## config.mk

```make
export PLATFORM = sky130hd
export DESIGN_NAME = address_multiply_sequencer
export DESIGN_NICKNAME = d
export VERILOG_FILES = /design/src/rtl/address_multiply_sequencer_pkg.sv /design/src/rtl/amul_tag_pipe.sv /design/src/rtl/address_multiply_sequencer.sv
export SDC_FILE = /design/constraint.sdc
export NUM_CORES = 1
export LEC_CHECK = 0
export CAP_MARGIN = 20
export CORE_ASPECT_RATIO = 2
export CORE_MARGIN = 5
export CORE_UTILIZATION = 37
export CTS_BUF_LIST = sky130_fd_sc_hd__clkbuf_8
export DETAILED_ROUTE_END_ITERATION = 10
export PLACE_DENSITY_LB_ADDON = 0.05
export SYNTH_ARGS = -nofsm -noshare
export SYNTH_HDL_FRONTEND = slang
export SYNTH_SLANG_ARGS = --single-unit
```

## constraint.sdc

```tcl
create_clock -name clk -period 3.25 [get_ports clk]
set_input_delay 0.4875 -clock clk [delete_from_list [all_inputs] [get_ports clk]]
set_output_delay 0.4875 -clock clk [all_outputs]
set_load 0.03 [all_outputs]
```

## src/rtl/address_multiply_sequencer_pkg.sv

```systemverilog
// Shared definitions for the address multiply issue/retire stage.
// Contents: legal opcodes, A-register index width, default pipe depth and
// a small opcode-legality helper.
package address_multiply_sequencer_pkg;

  localparam int NREG_DEF = 8;
  localparam int AIDX_W   = $clog2(NREG_DEF);
  localparam int LAT_DEF  = 7;
  localparam int CNT_W    = 4;

  localparam logic [6:0] OP_AMUL_A = 7'o022;
  localparam logic [6:0] OP_AMUL_B = 7'o023;

  function automatic logic is_amul_op(input logic [6:0] op);
    return (op == OP_AMUL_A) || (op == OP_AMUL_B);
  endfunction

endpackage

```

## src/rtl/amul_tag_pipe.sv

```systemverilog
// Destination-tag shadow pipe: LAT stages of {valid, index} that advance
// every cycle in lockstep with a free-running functional unit.
// Ports:
//   clk, i_rst_n      clock, asynchronous active-low reset
//   i_valid, i_idx    tag entering stage 0 at each rising edge
//   o_valid, o_idx    tag at stage LAT-1 (aligned with the FU result)
module amul_tag_pipe #(
  parameter int LAT   = 7,
  parameter int IDX_W = 3
) (
  input  logic             clk,
  input  logic             i_rst_n,
  input  logic             i_valid,
  input  logic [IDX_W-1:0] i_idx,
  output logic             o_valid,
  output logic [IDX_W-1:0] o_idx
);

  logic [LAT-1:0]   vld_q;
  logic [IDX_W-1:0] idx_q [LAT];

  always_ff @(posedge clk or negedge i_rst_n) begin
    if (!i_rst_n) begin
      vld_q <= '0;
      for (int i = 0; i < LAT; i++) idx_q[i] <= '0;
    end else begin
      vld_q[0] <= i_valid;
      idx_q[0] <= i_idx;
      for (int i = 1; i < LAT; i++) begin
        vld_q[i] <= vld_q[i-1];
        idx_q[i] <= idx_q[i-1];
      end
    end
  end

  assign o_valid = vld_q[LAT-1];
  assign o_idx   = idx_q[LAT-1];

endmodule

```

## src/rtl/address_multiply_sequencer.sv

```systemverilog
// Issue/retire control around the external 32-bit address multiply unit.
// Accepts 022/023 instructions when none of the three A registers is
// reserved (here or elsewhere), hands the operands to the FU, shadows the
// destination through the FU depth and writes the product back.
// Ports:
//   clk, i_rst_n                 clock, asynchronous active-low reset
//   i_issue_valid, i_opcode      offered instruction
//   i_ai, i_aj, i_ak             destination / source indices
//   i_Aj_val, i_Ak_val           source values read at issue
//   i_ext_busy                   reservations held by other units
//   o_issue_ready                instruction accepted this cycle
//   o_illegal                    registered pulse for an illegal offer
//   o_fu_Aj, o_fu_Ak, i_fu_Ai    FU operand and product buses
//   o_wb_valid/addr/data         A-register write port
//   o_busy, o_inflight           reservations and in-flight count
module address_multiply_sequencer
  import address_multiply_sequencer_pkg::*;
#(
  parameter int SIZE = 32,
  parameter int LAT  = LAT_DEF,
  parameter int NREG = NREG_DEF
) (
  input  logic              clk,
  input  logic              i_rst_n,
  input  logic              i_issue_valid,
  input  logic [6:0]        i_opcode,
  input  logic [AIDX_W-1:0] i_ai,
  input  logic [AIDX_W-1:0] i_aj,
  input  logic [AIDX_W-1:0] i_ak,
  input  logic [SIZE-1:0]   i_Aj_val,
  input  logic [SIZE-1:0]   i_Ak_val,
  input  logic [NREG-1:0]   i_ext_busy,
  output logic              o_issue_ready,
  output logic              o_illegal,
  output logic [SIZE-1:0]   o_fu_Aj,
  output logic [SIZE-1:0]   o_fu_Ak,
  input  logic [SIZE-1:0]   i_fu_Ai,
  output logic              o_wb_valid,
  output logic [AIDX_W-1:0] o_wb_addr,
  output logic [SIZE-1:0]   o_wb_data,
  output logic [NREG-1:0]   o_busy,
  output logic [CNT_W-1:0]  o_inflight
);

  logic              legal;
  logic              hazard;
  logic              accept;
  logic [NREG-1:0]   busy_all;
  logic [NREG-1:0]   busy_q, busy_d;
  logic [CNT_W-1:0]  inflight_q, inflight_d;
  logic              illegal_q;
  logic              wb_valid_q;
  logic [AIDX_W-1:0] wb_addr_q;
  logic [SIZE-1:0]   wb_data_q;
  logic              tag_vld;
  logic [AIDX_W-1:0] tag_idx;

  assign legal    = is_amul_op(i_opcode);
  assign busy_all = busy_q | i_ext_busy;
  // No bypass: a register being written this cycle is still reserved, so
  // a dependent or same-destination issue waits until the next cycle.
  assign hazard   = busy_all[i_ai] | busy_all[i_aj] | busy_all[i_ak];
  assign accept   = i_issue_valid & legal & ~hazard;

  assign o_issue_ready = accept;
  assign o_fu_Aj       = accept ? i_Aj_val : '0;
  assign o_fu_Ak       = accept ? i_Ak_val : '0;

  amul_tag_pipe #(
    .LAT   (LAT),
    .IDX_W (AIDX_W)
  ) u_tag_pipe (
    .clk     (clk),
    .i_rst_n (i_rst_n),
    .i_valid (accept),
    .i_idx   (i_ai),
    .o_valid (tag_vld),
    .o_idx   (tag_idx)
  );

  // Set and clear never hit the same index: the written register is still
  // busy, so it cannot be accepted as a destination in its write cycle.
  always_comb begin
    busy_d = busy_q;
    if (wb_valid_q) busy_d[wb_addr_q] = 1'b0;
    if (accept)     busy_d[i_ai]      = 1'b1;
  end

  always_comb begin
    inflight_d = inflight_q;
    case ({accept, wb_valid_q})
      2'b10:   inflight_d = inflight_q + 4'd1;
      2'b01:   inflight_d = inflight_q - 4'd1;
      default: inflight_d = inflight_q;
    endcase
  end

  always_ff @(posedge clk or negedge i_rst_n) begin
    if (!i_rst_n) begin
      busy_q     <= '0;
      inflight_q <= '0;
      illegal_q  <= 1'b0;
      wb_valid_q <= 1'b0;
      wb_addr_q  <= '0;
      wb_data_q  <= '0;
    end else begin
      busy_q     <= busy_d;
      inflight_q <= inflight_d;
      illegal_q  <= i_issue_valid & ~legal;
      wb_valid_q <= tag_vld;
      wb_addr_q  <= tag_idx;
      // FU output is meaningless without a valid tag; keep the bus quiet.
      wb_data_q  <= tag_vld ? i_fu_Ai : '0;
    end
  end

  assign o_busy     = busy_q;
  assign o_inflight = inflight_q;
  assign o_illegal  = illegal_q;
  assign o_wb_valid = wb_valid_q;
  assign o_wb_addr  = wb_addr_q;
  assign o_wb_data  = wb_data_q;

endmodule

```

==> metrics <==
final hold violation count 0; Synth Warn # 0; Hold WC Path Type input port to async pin; Max Clk Rate 314 MHz; Routed met3 length 1.12 mm; Initial DRT Pass Iterations 4; Clk Latency, worst-skew pair 0.34 ns; clock-pin slew on the worst setup and hold paths 0.08 ns; synthesized cell area 0.00366 mm²; DIE WIDTH 80.3 µm; Critical Path Source Type input port; total routed wirelength 11.1 mm; Vias 3406; RSZ-0062 raised after global routing yes; fin crit period 3.18 ns; fin cells 737; core area 0.00970 mm²; top cell type's share of synthesized area 52.7%; sequential element share of the synthesized area 52.7%; multiplexer area fraction after synthesis 1.85%; routability cong. 0.853; Worst setup EP type output port; # IOs 237; CTS Buf Count 9; routed length on met1 3.99 mm; DIE HEIGHT 151 µm; Netlist cell types 41; most frequent cell after synthesis dfrtp_1; DR top layer met4; xor/xnor share of the synthesized area 1.20%; leak pwr 2.87 nW; most frequent cells after synthesis dfrtp_1 (77), inv_1 (66), nor3_2 (40); placed instance count 721; FF+latch count, synth 77; antenna violations before repair 0; Max IR drop VDD 0.000202 V; Max Root-Sink Buffers 2; Initial Util 37.7%; Setup CP Type input port to output port; nets 726; cell taking the most area after synthesis dfrtp_1; MaxCap Viol Count 0; global route overflow 0; number of synthesized flops with an enable pin 0; fin. max-slew vios 0; Via density 4.62; # rows 51; layout cells sized above 1 25.3%; pin count of the biggest net entering global routing 78; port bufs 235; post-synth net total 478; routed wl met2 5.72 mm; drt first-iter violations 89; post-synthesis compound-gate area fraction 6.23%; final clock skew 0.00857 ns; clk sinks 77; Post-Synth Simple-Gate Area 27.1%; H-tree lvl count 3; Hold WS 0.266 ns; fin crit share 97.9%; worst-margin pin slew 0.892 ns; die area 0.0121 mm²; vias in the first global route 3599; Async SR Flop Fraction 100%; wire per inst 15.0 µm; run status complete, no violations; clock root buffer clkbuf_8; ys flop type dfrtp_1; DP Wirelength 9.00 mm; ant diodes 0; top post-synthesis cells by area dfrtp_1 (53%), nor3_2 (11%), inv_1 (6.8%); main combinational cell family by area after synthesis simple AND/OR/NAND/NOR gates; layout overhead on the synthesized area 73.8%; adder-cell share of the synthesized area 1.03%; power density cells 310 mW/mm²; DRC viols 0; r2r setup slk 0.33 ns; first-pass GRT wire length 17.2 mm; Critical Path RT 2.76 ns; Rel. slew slack 40.6%; Synth Instances 352; CP Max Fanout 36; Hold Buf Count CTS 0; ANT nets after route 0; Syn Area/Cell 10.4 µm²; GRT Resource Usage Total 18.4%; TritonCTS clock tree built; final setup fails 0; WP data arrival 2.69 ns
cells by family (layout without fill, tap and decap cells):
logic type                 count (synthesis)  count (layout)
and+or+nand+nor                          143             143
buffers and inverters                     85             338
DFF                                       77              77
AOI/OAI and AO/OA                         34              34
xor gates and xnor gates                   5               5
muxes                                      5               5
adders and majority gates                  3               3
registers in the layout, summed over array words and instances (netlist names):
| register | count |
|---|---|
| o_busy | 8 |
| o_illegal | 1 |
| o_inflight | 4 |
| o_wb_addr | 3 |
| o_wb_data | 32 |
| o_wb_valid | 1 |
| u_tag_pipe.idx_q | 18 |
| u_tag_pipe.o_idx | 3 |
| u_tag_pipe.vld_q | 7 |
metrics by stage:
stage | setup TNS (ns) | cell area, µm² | setup WS, ns | utilization (%) | power (mW)
final | 0 | 6350 | 0.0678 | 65.5 | 1.97
after global routing | -0.365 | 6350 | -0.0541 | 65.5 | 2.06
after CTS | 0 | 6340 | 0.0437 | 65.4 | 2.00
after detailed placement | -0.416 | 6120 | -0.149 | 63.1 | 1.26
after global placement | -0.145 | 6120 | -0.130 | 63.1 | 1.26
after floorplan | 0 | 3660 | 0.105 | - | 1.06
final cells by class:
class,instances,area (µm²)
Fill cell,832,3350
Timing Repair Buffer,256,2420
Sequential cell,77,1930
Multi-Input combinational cell,190,1390
Inverter,66,248
Tap cell,132,165
Clock buffer,10,138
Clock inverter,6,68.8
critical path: stages:
cell and delay (ns):
clkdlybuf4s50_1 0.43, or2_0 0.24, mux4_2 0.52, a22oi_4 0.18
o211ai_4 0.10, buf_4 0.17, buf_8 0.18, nor3_1 0.18
buf_4 0.19
report_power, final:
group	leakage [nW]	switching, mW	internal (mW)
logic	1.79	0.0983	0.160
clock network	0.103	0.345	0.381
registers	0.976	0.00793	0.974
total	2.87	0.452	1.51
path summary, 6_finish.rpt:
check / start / to / depth (start not counted)
hold reg to reg: u_tag_pipe.vld_q[5] / u_tag_pipe.vld_q[6] / 0
setup / recovery: i_ext_busy[7] / o_fu_Ak[27] / 9
hold / removal: i_rst_n / o_wb_data[14] / 1
min in group clk: u_tag_pipe.vld_q[5] / u_tag_pipe.vld_q[6] / 0
setup reg to reg: o_busy[6] / o_inflight[2] / 12
max in group asynchronous: i_rst_n / o_wb_data[1] / 1
cells in the final DEF, fill, tap and decap left out, types with 2 or more instances in the layout:
cell	netlist	final
dfrtp_1	77	77
nand3_1	4	4
or2_1	4	4
o31ai_1	2	2
xor2_1	4	4
a21oi_1	3	3
clkbuf_8	0	10
nand3b_1	3	3
mux2_2	4	4
o21ai_0	19	19
nor2_1	8	8
nand4_1	3	3
and2_1	32	32
buf_4	0	81
inv_1	66	66
nand4b_1	2	2
nor4b_1	2	2
clkdlybuf4s50_1	0	168
buf_12	0	5
nor3_1	28	26
and3_1	2	2
ha_1	3	3
nand2b_1	4	4
nor2b_1	3	3
inv_6	0	2
nand2_1	4	4
nor3_2	40	42
per-layer routing:
layer / GRT usage (%) / vias to the layer above
li1: - / 1633
met3: 6.77 / 15
met2: 31.5 / 190
met4: 7.87 / 0
met5: 0 / -
met1: 20.2 / 1568
what timing repair did:
action / in CTS / in global routing
gates cloned: 0 / 0
setup endpoints to repair: 13 / 40
setup buffers: 0 / 0
pin swaps: 0 / 0
resized for setup: 2 / 4
Note: power is estimated with default switching activity, not from simulation.
